**config.mk**
```make
export PLATFORM = sky130hd
export DESIGN_NAME = mem_arbiter
export DESIGN_NICKNAME = d
export VERILOG_FILES = /design/src/rtl/mem_arbiter.sv
export SDC_FILE = /design/constraint.sdc
export NUM_CORES = 1
export LEC_CHECK = 0
export CORE_MARGIN = 2
export CORE_UTILIZATION = 41
export DETAILED_ROUTE_END_ITERATION = 12
export GPL_TIMING_DRIVEN = 1
export PLACE_DENSITY = 0.8
export SLEW_MARGIN = 15
export SYNTH_ARGS = -nofsm -noshare
export SYNTH_HDL_FRONTEND = slang
export SYNTH_SLANG_ARGS = --single-unit
```
**constraint.sdc**
```tcl
create_clock -name clk -period 6.74 [get_ports clk]
set_input_delay 1.348 -clock clk [delete_from_list [all_inputs] [get_ports clk]]
set_output_delay 1.348 -clock clk [all_outputs]
set_load 0.02 [all_outputs]
```
**src/rtl/mem_arbiter.sv**
```systemverilog
// mem_arbiter: shares one memory port between the CPU control unit (port 0)
// and the debug/loader (port 1). Each access runs IDLE -> ISSUE -> WAIT -> RESP
// over the mem_addr_ready/mem_data_ready handshake. A WAIT that lasts TIMEOUT
// cycles is aborted with an error. Every output is driven straight from a flop.
module mem_arbiter #(
  parameter int unsigned TIMEOUT        = 16,
  parameter bit          FIXED_PRIORITY = 1'b0
) (
  input  logic        clk,
  input  logic        reset,
  input  logic        m0_req,
  input  logic        m0_write,
  input  logic [3:0]  m0_size,
  input  logic [31:0] m0_addr,
  input  logic [31:0] m0_wdata,
  output logic [31:0] m0_rdata,
  output logic        m0_ack,
  output logic        m0_err,
  input  logic        m1_req,
  input  logic        m1_write,
  input  logic [3:0]  m1_size,
  input  logic [31:0] m1_addr,
  input  logic [31:0] m1_wdata,
  output logic [31:0] m1_rdata,
  output logic        m1_ack,
  output logic        m1_err,
  output logic [31:0] mem_addr,
  output logic [31:0] mem_wdata,
  output logic [3:0]  mem_size,
  output logic        mem_read,
  output logic        mem_write,
  output logic        mem_addr_ready,
  input  logic [31:0] mem_rdata,
  input  logic        mem_data_ready
);

  localparam int CW = $clog2(TIMEOUT + 1);

  typedef enum logic [1:0] {
    S_IDLE,
    S_ISSUE,
    S_WAIT,
    S_RESP
  } state_t;

  state_t          state_q;
  logic            gnt_q;       // port that owns the current access
  logic            rr_ptr_q;    // round-robin: port that wins the next tie
  logic [CW-1:0]   cnt_q;       // WAIT cycles seen without mem_data_ready
  logic [31:0]     m0_rdata_q, m1_rdata_q;
  logic            m0_ack_q, m1_ack_q, m0_err_q, m1_err_q;
  logic [31:0]     mem_addr_q, mem_wdata_q;
  logic [3:0]      mem_size_q;
  logic            mem_read_q, mem_write_q, mem_addr_ready_q;

  logic            win1;
  logic            contention;
  logic            sel_write;
  logic [3:0]      sel_size;
  logic [31:0]     sel_addr, sel_wdata;
  logic            timeout_hit;

  // Pick the winner among pending requests and mux its request fields.
  always_comb begin
    // NOTE: every always_comb output gets a default first so that no path
    // leaves it unassigned; an unassigned path would infer a latch.
    win1       = 1'b0;
    contention = m0_req && m1_req;
    if (m1_req && !m0_req)
      win1 = 1'b1;
    else if (contention && !FIXED_PRIORITY)
      win1 = rr_ptr_q;
    sel_write = win1 ? m1_write : m0_write;
    sel_size  = win1 ? m1_size  : m0_size;
    sel_addr  = win1 ? m1_addr  : m0_addr;
    sel_wdata = win1 ? m1_wdata : m0_wdata;
  end

  assign timeout_hit = (cnt_q + CW'(1)) == CW'(TIMEOUT);

  // Access sequencer; all outputs are registered here.
  always_ff @(posedge clk or posedge reset) begin
    // NOTE: state is updated with non-blocking assignments only, so every
    // register samples pre-edge values regardless of statement order.
    if (reset) begin
      state_q          <= S_IDLE;
      gnt_q            <= 1'b0;
      rr_ptr_q         <= 1'b0;
      cnt_q            <= '0;
      m0_rdata_q       <= '0;
      m1_rdata_q       <= '0;
      m0_ack_q         <= 1'b0;
      m1_ack_q         <= 1'b0;
      m0_err_q         <= 1'b0;
      m1_err_q         <= 1'b0;
      mem_addr_q       <= '0;
      mem_wdata_q      <= '0;
      mem_size_q       <= '0;
      mem_read_q       <= 1'b0;
      mem_write_q      <= 1'b0;
      mem_addr_ready_q <= 1'b0;
    end else begin
      case (state_q)
        S_IDLE: begin
          if (m0_req || m1_req) begin
            gnt_q            <= win1;
            mem_addr_q       <= sel_addr;
            mem_wdata_q      <= sel_wdata;
            mem_size_q       <= sel_size;
            mem_read_q       <= !sel_write;
            mem_write_q      <= sel_write;
            mem_addr_ready_q <= 1'b1;
            if (contention && !FIXED_PRIORITY)
              rr_ptr_q <= !win1;
            state_q <= S_ISSUE;
          end
        end
        S_ISSUE: begin
          cnt_q   <= '0;
          state_q <= S_WAIT;
        end
        S_WAIT: begin
          if (mem_data_ready || timeout_hit) begin
            // Data beats a simultaneous timeout; stores return zero.
            mem_addr_ready_q <= 1'b0;
            mem_read_q       <= 1'b0;
            mem_write_q      <= 1'b0;
            if (gnt_q) begin
              m1_rdata_q <= (mem_data_ready && !mem_write_q) ? mem_rdata : '0;
              m1_ack_q   <= 1'b1;
              m1_err_q   <= !mem_data_ready;
            end else begin
              m0_rdata_q <= (mem_data_ready && !mem_write_q) ? mem_rdata : '0;
              m0_ack_q   <= 1'b1;
              m0_err_q   <= !mem_data_ready;
            end
            state_q <= S_RESP;
          end else begin
            cnt_q <= cnt_q + CW'(1);
          end
        end
        S_RESP: begin
          m0_ack_q <= 1'b0;
          m1_ack_q <= 1'b0;
          m0_err_q <= 1'b0;
          m1_err_q <= 1'b0;
          state_q  <= S_IDLE;
        end
        default: state_q <= S_IDLE;
      endcase
    end
  end

  assign m0_rdata       = m0_rdata_q;
  assign m0_ack         = m0_ack_q;
  assign m0_err         = m0_err_q;
  assign m1_rdata       = m1_rdata_q;
  assign m1_ack         = m1_ack_q;
  assign m1_err         = m1_err_q;
  assign mem_addr       = mem_addr_q;
  assign mem_wdata      = mem_wdata_q;
  assign mem_size       = mem_size_q;
  assign mem_read       = mem_read_q;
  assign mem_write      = mem_write_q;
  assign mem_addr_ready = mem_addr_ready_q;

endmodule

```
# Yosys cells after proc, flatten, opt, wreduce, memory -nomap -nowiden
# Cells that the tools add are included.
[op_classes]
n_reduce_logical = 23
bitwise_logic = 1
n_addsub = 1
eq_ne = 9
n_mux = 31
[ops]
columns = ["cell", "n"]
rows = [
  ["32-bit 2-to-1 mux", 3],
  ["3-bit AND reduction", 6],
  ["1-bit 2-to-1 mux", 15],
  ["1-bit one-hot mux with 2 select lines", 7],
  ["2-bit inequality test, second input constant", 5],
  ["5-bit one-hot mux with 2 select lines", 1],
  ["2-bit one-hot mux with 4 select lines", 1],
  ["2-bit AND reduction", 3],
  ["2-bit nonzero test", 3],
  ["5-bit by 1-bit adder with 5-bit output, second input constant", 1],
  ["5-bit == test, second input constant", 1],
  ["1-bit zero test", 5],
  ["5-bit 2-to-1 mux", 1],
  ["2-bit == test, second input constant", 2],
  ["2-bit 2-to-1 mux", 2],
  ["4-bit 2-to-1 mux", 1],
  ["1-bit logical AND", 3],
  ["2-bit by 1-bit == test with 1-bit output, second input constant", 1],
  ["2-bit zero test", 1],
  ["1-bit logical OR", 2],
  ["1-bit inverter", 1],
]
[totals]
out_inout_bits = 139
wordCells = 81
ff_bits = 148
input_bits = 175

# Logic depth before layout (Yosys ltp)
[logic_depth]
word_depth = 7
mapped_depth = 8
ltp_nobuf = 6

# Worst setup path before layout
# No wires, ideal clock.
[synth_timing]
kind = "input port to flip-flop"
from = "input port m1_req"
to = "register mem_size_q[2], in the netlist mem_size[2]"
t_arrival_ps = 2466
required_time_ps = 6657
n_path_buf = 3
path_slack_ps = 4191
path_stages = 6
setup_ps = 83
path_cell_list = "o21ai_0 clkbuf_1 clkbuf_1 clkbuf_1 nand2_1 o21ai_0"
[synth_between]
elab_chain_cells = 4
elab_cells_between_ends = 7
cone_classes = "mux (3); reduce/logical (4)"
[synth_rtl]
columns = ["element", "line_no", "rtl"]
rows = [
  ["start, declared", "19", "input logic m1_req,"],
  ["1-bit logical AND", "68", "contention = m0_req && m1_req;"],
  ["1-bit 2-to-1 mux", "71", "else if (contention && !FIXED_PRIORITY)"],
  ["1-bit 2-to-1 mux", "69", "if (m1_req && !m0_req)"],
  ["4-bit 2-to-1 mux", "74", "sel_size = win1 ? m1_size : m0_size;"],
  ["end signal, assigned", "109", "mem_size_q <= sel_size;"],
  ["end, declared", "53", "logic [3:0] mem_size_q;"],
]
# Several ways; a longest one is shown, not always the timed one.
# A chain may end at the register's enable or synchronous reset.

# Worst setup path after layout
[layout_timing]
from = "input port m0_req"
to = "register mem_write_q, in the netlist mem_write"
[layout_between]
elab_chain_cells = 6
elab_cells_between_ends = 11
cone_classes = "eq/ne (1); mux (5); reduce/logical (5)"
[layout_rtl]
columns = ["element", "line_no", "rtl"]
rows = [
  ["start, declared", "11", "input logic m0_req,"],
  ["1-bit logical AND or 1-bit zero test (tied branches)", "68, 69", ""],
  ["1-bit 2-to-1 mux or 1-bit logical AND (tied branches)", "71, 69", ""],
  ["1-bit 2-to-1 mux", "69", ""],
  ["1-bit 2-to-1 mux", "73", "sel_write = win1 ? m1_write : m0_write;"],
  ["1-bit 2-to-1 mux", "105", "if (m0_req || m1_req) begin"],
  ["1-bit one-hot mux with 2 select lines", "103", "case (state_q)"],
  ["end signal, assigned", "111", "mem_write_q <= sel_write;"],
  ["end, declared", "54", "logic mem_read_q, mem_write_q, mem_addr_ready_q;"],
]
# Several ways; a longest one is shown, not always the timed one. The select of a mux whose other input is x is not followed.

==> flow_summary_export.csv <==
group,metric,value,unit
synth,synth_simple_gate_area_frac,0.09239,
synth,synth_seq_cells,148,
clock_tree,cts_root_buffer,"clkbuf_16",
setup_path,worstPathRequired,7.01,ns
place,dp_slack,2.729,ns
die,initial_core_util,0.4184,
drt,first_iter_violations,163,
synth,synth_top_family_by_area,"multiplexers",
drt,drt-total-wl,18.83,mm
synth,syn-num-nets,738,
global_route,grt_pass1_wl,27.83,mm
place,place_inst,1058,
clock_tree,cts_max_level,4,
sta,max_freq,281.7,MHz
sta,fin_crit,3.549,ns
setup_path,crit_path_start_kind,"input pin",
clock_tree,cts_hold_buf,0,
clock_tree,cts_max_path_buffers,2,
cells_and_area,drive_gt1_frac,0.1076,
global_route,grt_max_degree,137,
global_route,antenna_found_initial,0,
global_route,grt_usage,0.2133,
clock_tree,cts_setup_buffers,0,
synth,synth.area.top_cells,"dfrtp_1 56%, mux2i_1 11%, mux2_2 8.8%",
global_route,grt_pass1_vias,5324,
synth,async_flop_share,1.000,
die,io_pins,314,
place,dpl.hpwl,14.12,mm
setup_path,critical_path_class,"input pin to register",
power_and_ir_drop,total_power,4.630,mW
sta,slew_headroom,0.3180,
synth,yosys.area.top_type,"dfrtp_1",
synth,netlist.area_leader.share,0.5592,
synth,yosysSeqAreaShare,0.5592,
cells_and_area,syn2layout_area_growth,59.70,%
clock_tree,cts_made_buffers,17,
sta,fin_ws,3.191,ns
synth,syn_area,0.006623,mm^2
hold_path,holdPathStages,2,
outcome,status,"complete, no violations",
die,rows,46,
die,die_x,131.1,um
setup_path,worst-path-stages,7,
die,core_area,0.01583,mm^2
power_and_ir_drop,p_per_area,437.7,mW/mm^2
clock_tree,cts.sinks,148,
drt,vias_per_cell,4.910,
clock_tree,path_clk_slew,0.05,ns
drt,route.detailed.drc,0,
synth,synth.avg_cell_area,11.87,um^2
synth,synthCells,558,
cells_and_area,final_common_cell,"clkdlybuf4s50_1",
synth,synth-compound-area-share,0.08143,
setup_path,cpPeakStageDelay,0.81,ns
sta,finalHoldViolations,0,
sta,finalSetupTns,0,ns
setup_path,crit_path_end_kind,"register",
place,routabilityCongestion,0.8208,
drt,vias,5352,
clock_tree,ctsResizeCount,0,
sta,hold-worst-slack,0.4770,ns
clock_tree,cts_tree,"yes",
place,port_buffers,313,
place,place_area,0.009915,mm^2
synth,synth_xor_area_frac,0.002645,
cells_and_area,layout.nets,1042,
setup_path,timing.critical_path.buf_inv,3,
cells_and_area,layout_common_cells,"313 x clkdlybuf4s50_1, 148 x dfrtp_1, 77 x nand2_1, 72 x o21ai_0, 71 x mux2i_1",
job,maxCapViolations,0,
sta,finalSetupViolations,0,
synth,synth_fa_ha_area_frac,0.009446,
sta,fin_crit_sh,0.5266,
synth,synth_cell_types,36,
drt,post_drt_wl_per_cell,17.28,um
cells_and_area,num_antenna_cells,0,
sta,finalMaxSlewViolations,0,
setup_path,slowest_stage,"o21ai_4",
hold_path,hp-class,"register to register",
synth,synthMuxAreaShare,0.2195,
cells_and_area,final_cell_area,0.01058,mm^2
synth,synth_edf_count,0,
sta,tightest_slew,1.019,ns
setup_path,path_delay_family,"buffers and inverters",
setup_path,worst_ep_arrival_time,3.82,ns
setup_path,rr_worst_depth,6,
cells_and_area,final_cells,1090,
power_and_ir_drop,peakVddDrop,0.1771,mV
synth,synth_flop_cell,"dfrtp_1",
die,die_h,131.1,um
sta,rsz0062_at_grt,"false",
drt,firstDrtPassIters,4,
sta,clock_skew,0.008166,ns
setup_path,path_max_fanout,46,
drt,ant_nets,0,
clock_tree,worstSkewPairLatency,0.41,ns
power_and_ir_drop,p_leak,4.807,nW
die,dieArea,0.01719,mm^2
setup_path,path_cells,"clkdlybuf4s50_1, inv_1, o21ai_4, buf_12, mux2i_1, a2bb2oi_1, o2bb2ai_1",
global_route,overflow,0,
synth,synth_warnings,0,
cells_and_area,fin_util,0.6682,
worst min-delay path: stages (launching register included):
cell and delay [ns]:
dfrtp_1 0.34, nand2_1 0.04, o21ai_0 0.06
per-layer routing:
metal	global-route usage	share of wire	vias to the layer above	wire length (um)
li1	-	-	2554	-
met1	0.2461	0.38	2537	7112
met2	0.3682	0.50	233	9390
met3	0.07346	0.10	28	1907
met4	0.07760	0.022	0	420
met5	0	0	-	0
cell families (layout without fill, tap and decap cells):
kind of cell | count (synthesis) | count (layout)
AND/OR/NAND/NOR | 127 | 127
buffers and inverters | 45 | 361
AO/OA/AOI/OAI | 94 | 94
adder cells (fa/ha/maj) | 5 | 5
multiplexers | 137 | 137
XOR/XNOR | 2 | 2
flip-flops | 148 | 148
cell usage after synthesis, types with 4 or more instances:
| cell | n |
|---|---|
| nor2_1 | 5 |
| o22ai_1 | 4 |
| a22oi_1 | 4 |
| buf_6 | 7 |
| nand2_1 | 77 |
| clkbuf_1 | 20 |
| o21ai_0 | 74 |
| mux2i_1 | 71 |
| mux2_2 | 52 |
| and2_1 | 32 |
| ha_1 | 5 |
| inv_1 | 10 |
| buf_2 | 7 |
| dfrtp_1 | 148 |
| mux2_1 | 14 |
sequential cells by signal, summed over array words and instances (netlist names):
signal / flops
m0_rdata: 32
m1_rdata: 32
mem_addr: 32
mem_wdata: 32
cnt_q: 5
mem_size: 4
state_q: 2
gnt_q: 1
m0_ack: 1
m0_err: 1
m1_ack: 1
m1_err: 1
mem_addr_ready: 1
mem_read: 1
mem_write: 1
rr_ptr_q: 1
power by group:
part / total (mW) / switching, mW / internal [mW]
Clock: 1.02 / 0.357 / 0.658
Sequential: 1.48 / 0.212 / 1.27
Combinational: 2.13 / 1.10 / 1.03
path summary, 6_finish.rpt:
path | from | to | slack [ns]
min in group asynchronous | reset | m0_rdata[19]$_DFFE_PP0P_ | 1.55
max | m0_req | mem_write$_DFFE_PP0P_ | 3.19
max in group asynchronous | reset | mem_addr[30]$_DFFE_PP0P_ | 4.05
min | mem_addr[26]$_DFFE_PP0P_ | mem_addr[26]$_DFFE_PP0P_ | 0.48
min reg2reg | mem_addr[26]$_DFFE_PP0P_ | mem_addr[26]$_DFFE_PP0P_ | 0.48
max reg2reg | state_q[0]$_DFFE_PP0P_ | m1_rdata[13]$_DFFE_PP0P_ | 4.16
final cells by class:
class,instances,area [um^2]
sequential,148,3704
clock inverter,8,146.4
timing repair buffer,320,3218
multi-input combinational,365,2708
tap,216,270.3
fill,1214,5251
inverter,10,42.54
clock buffer,23,488.0
Power figures use the tool's default switching activity.
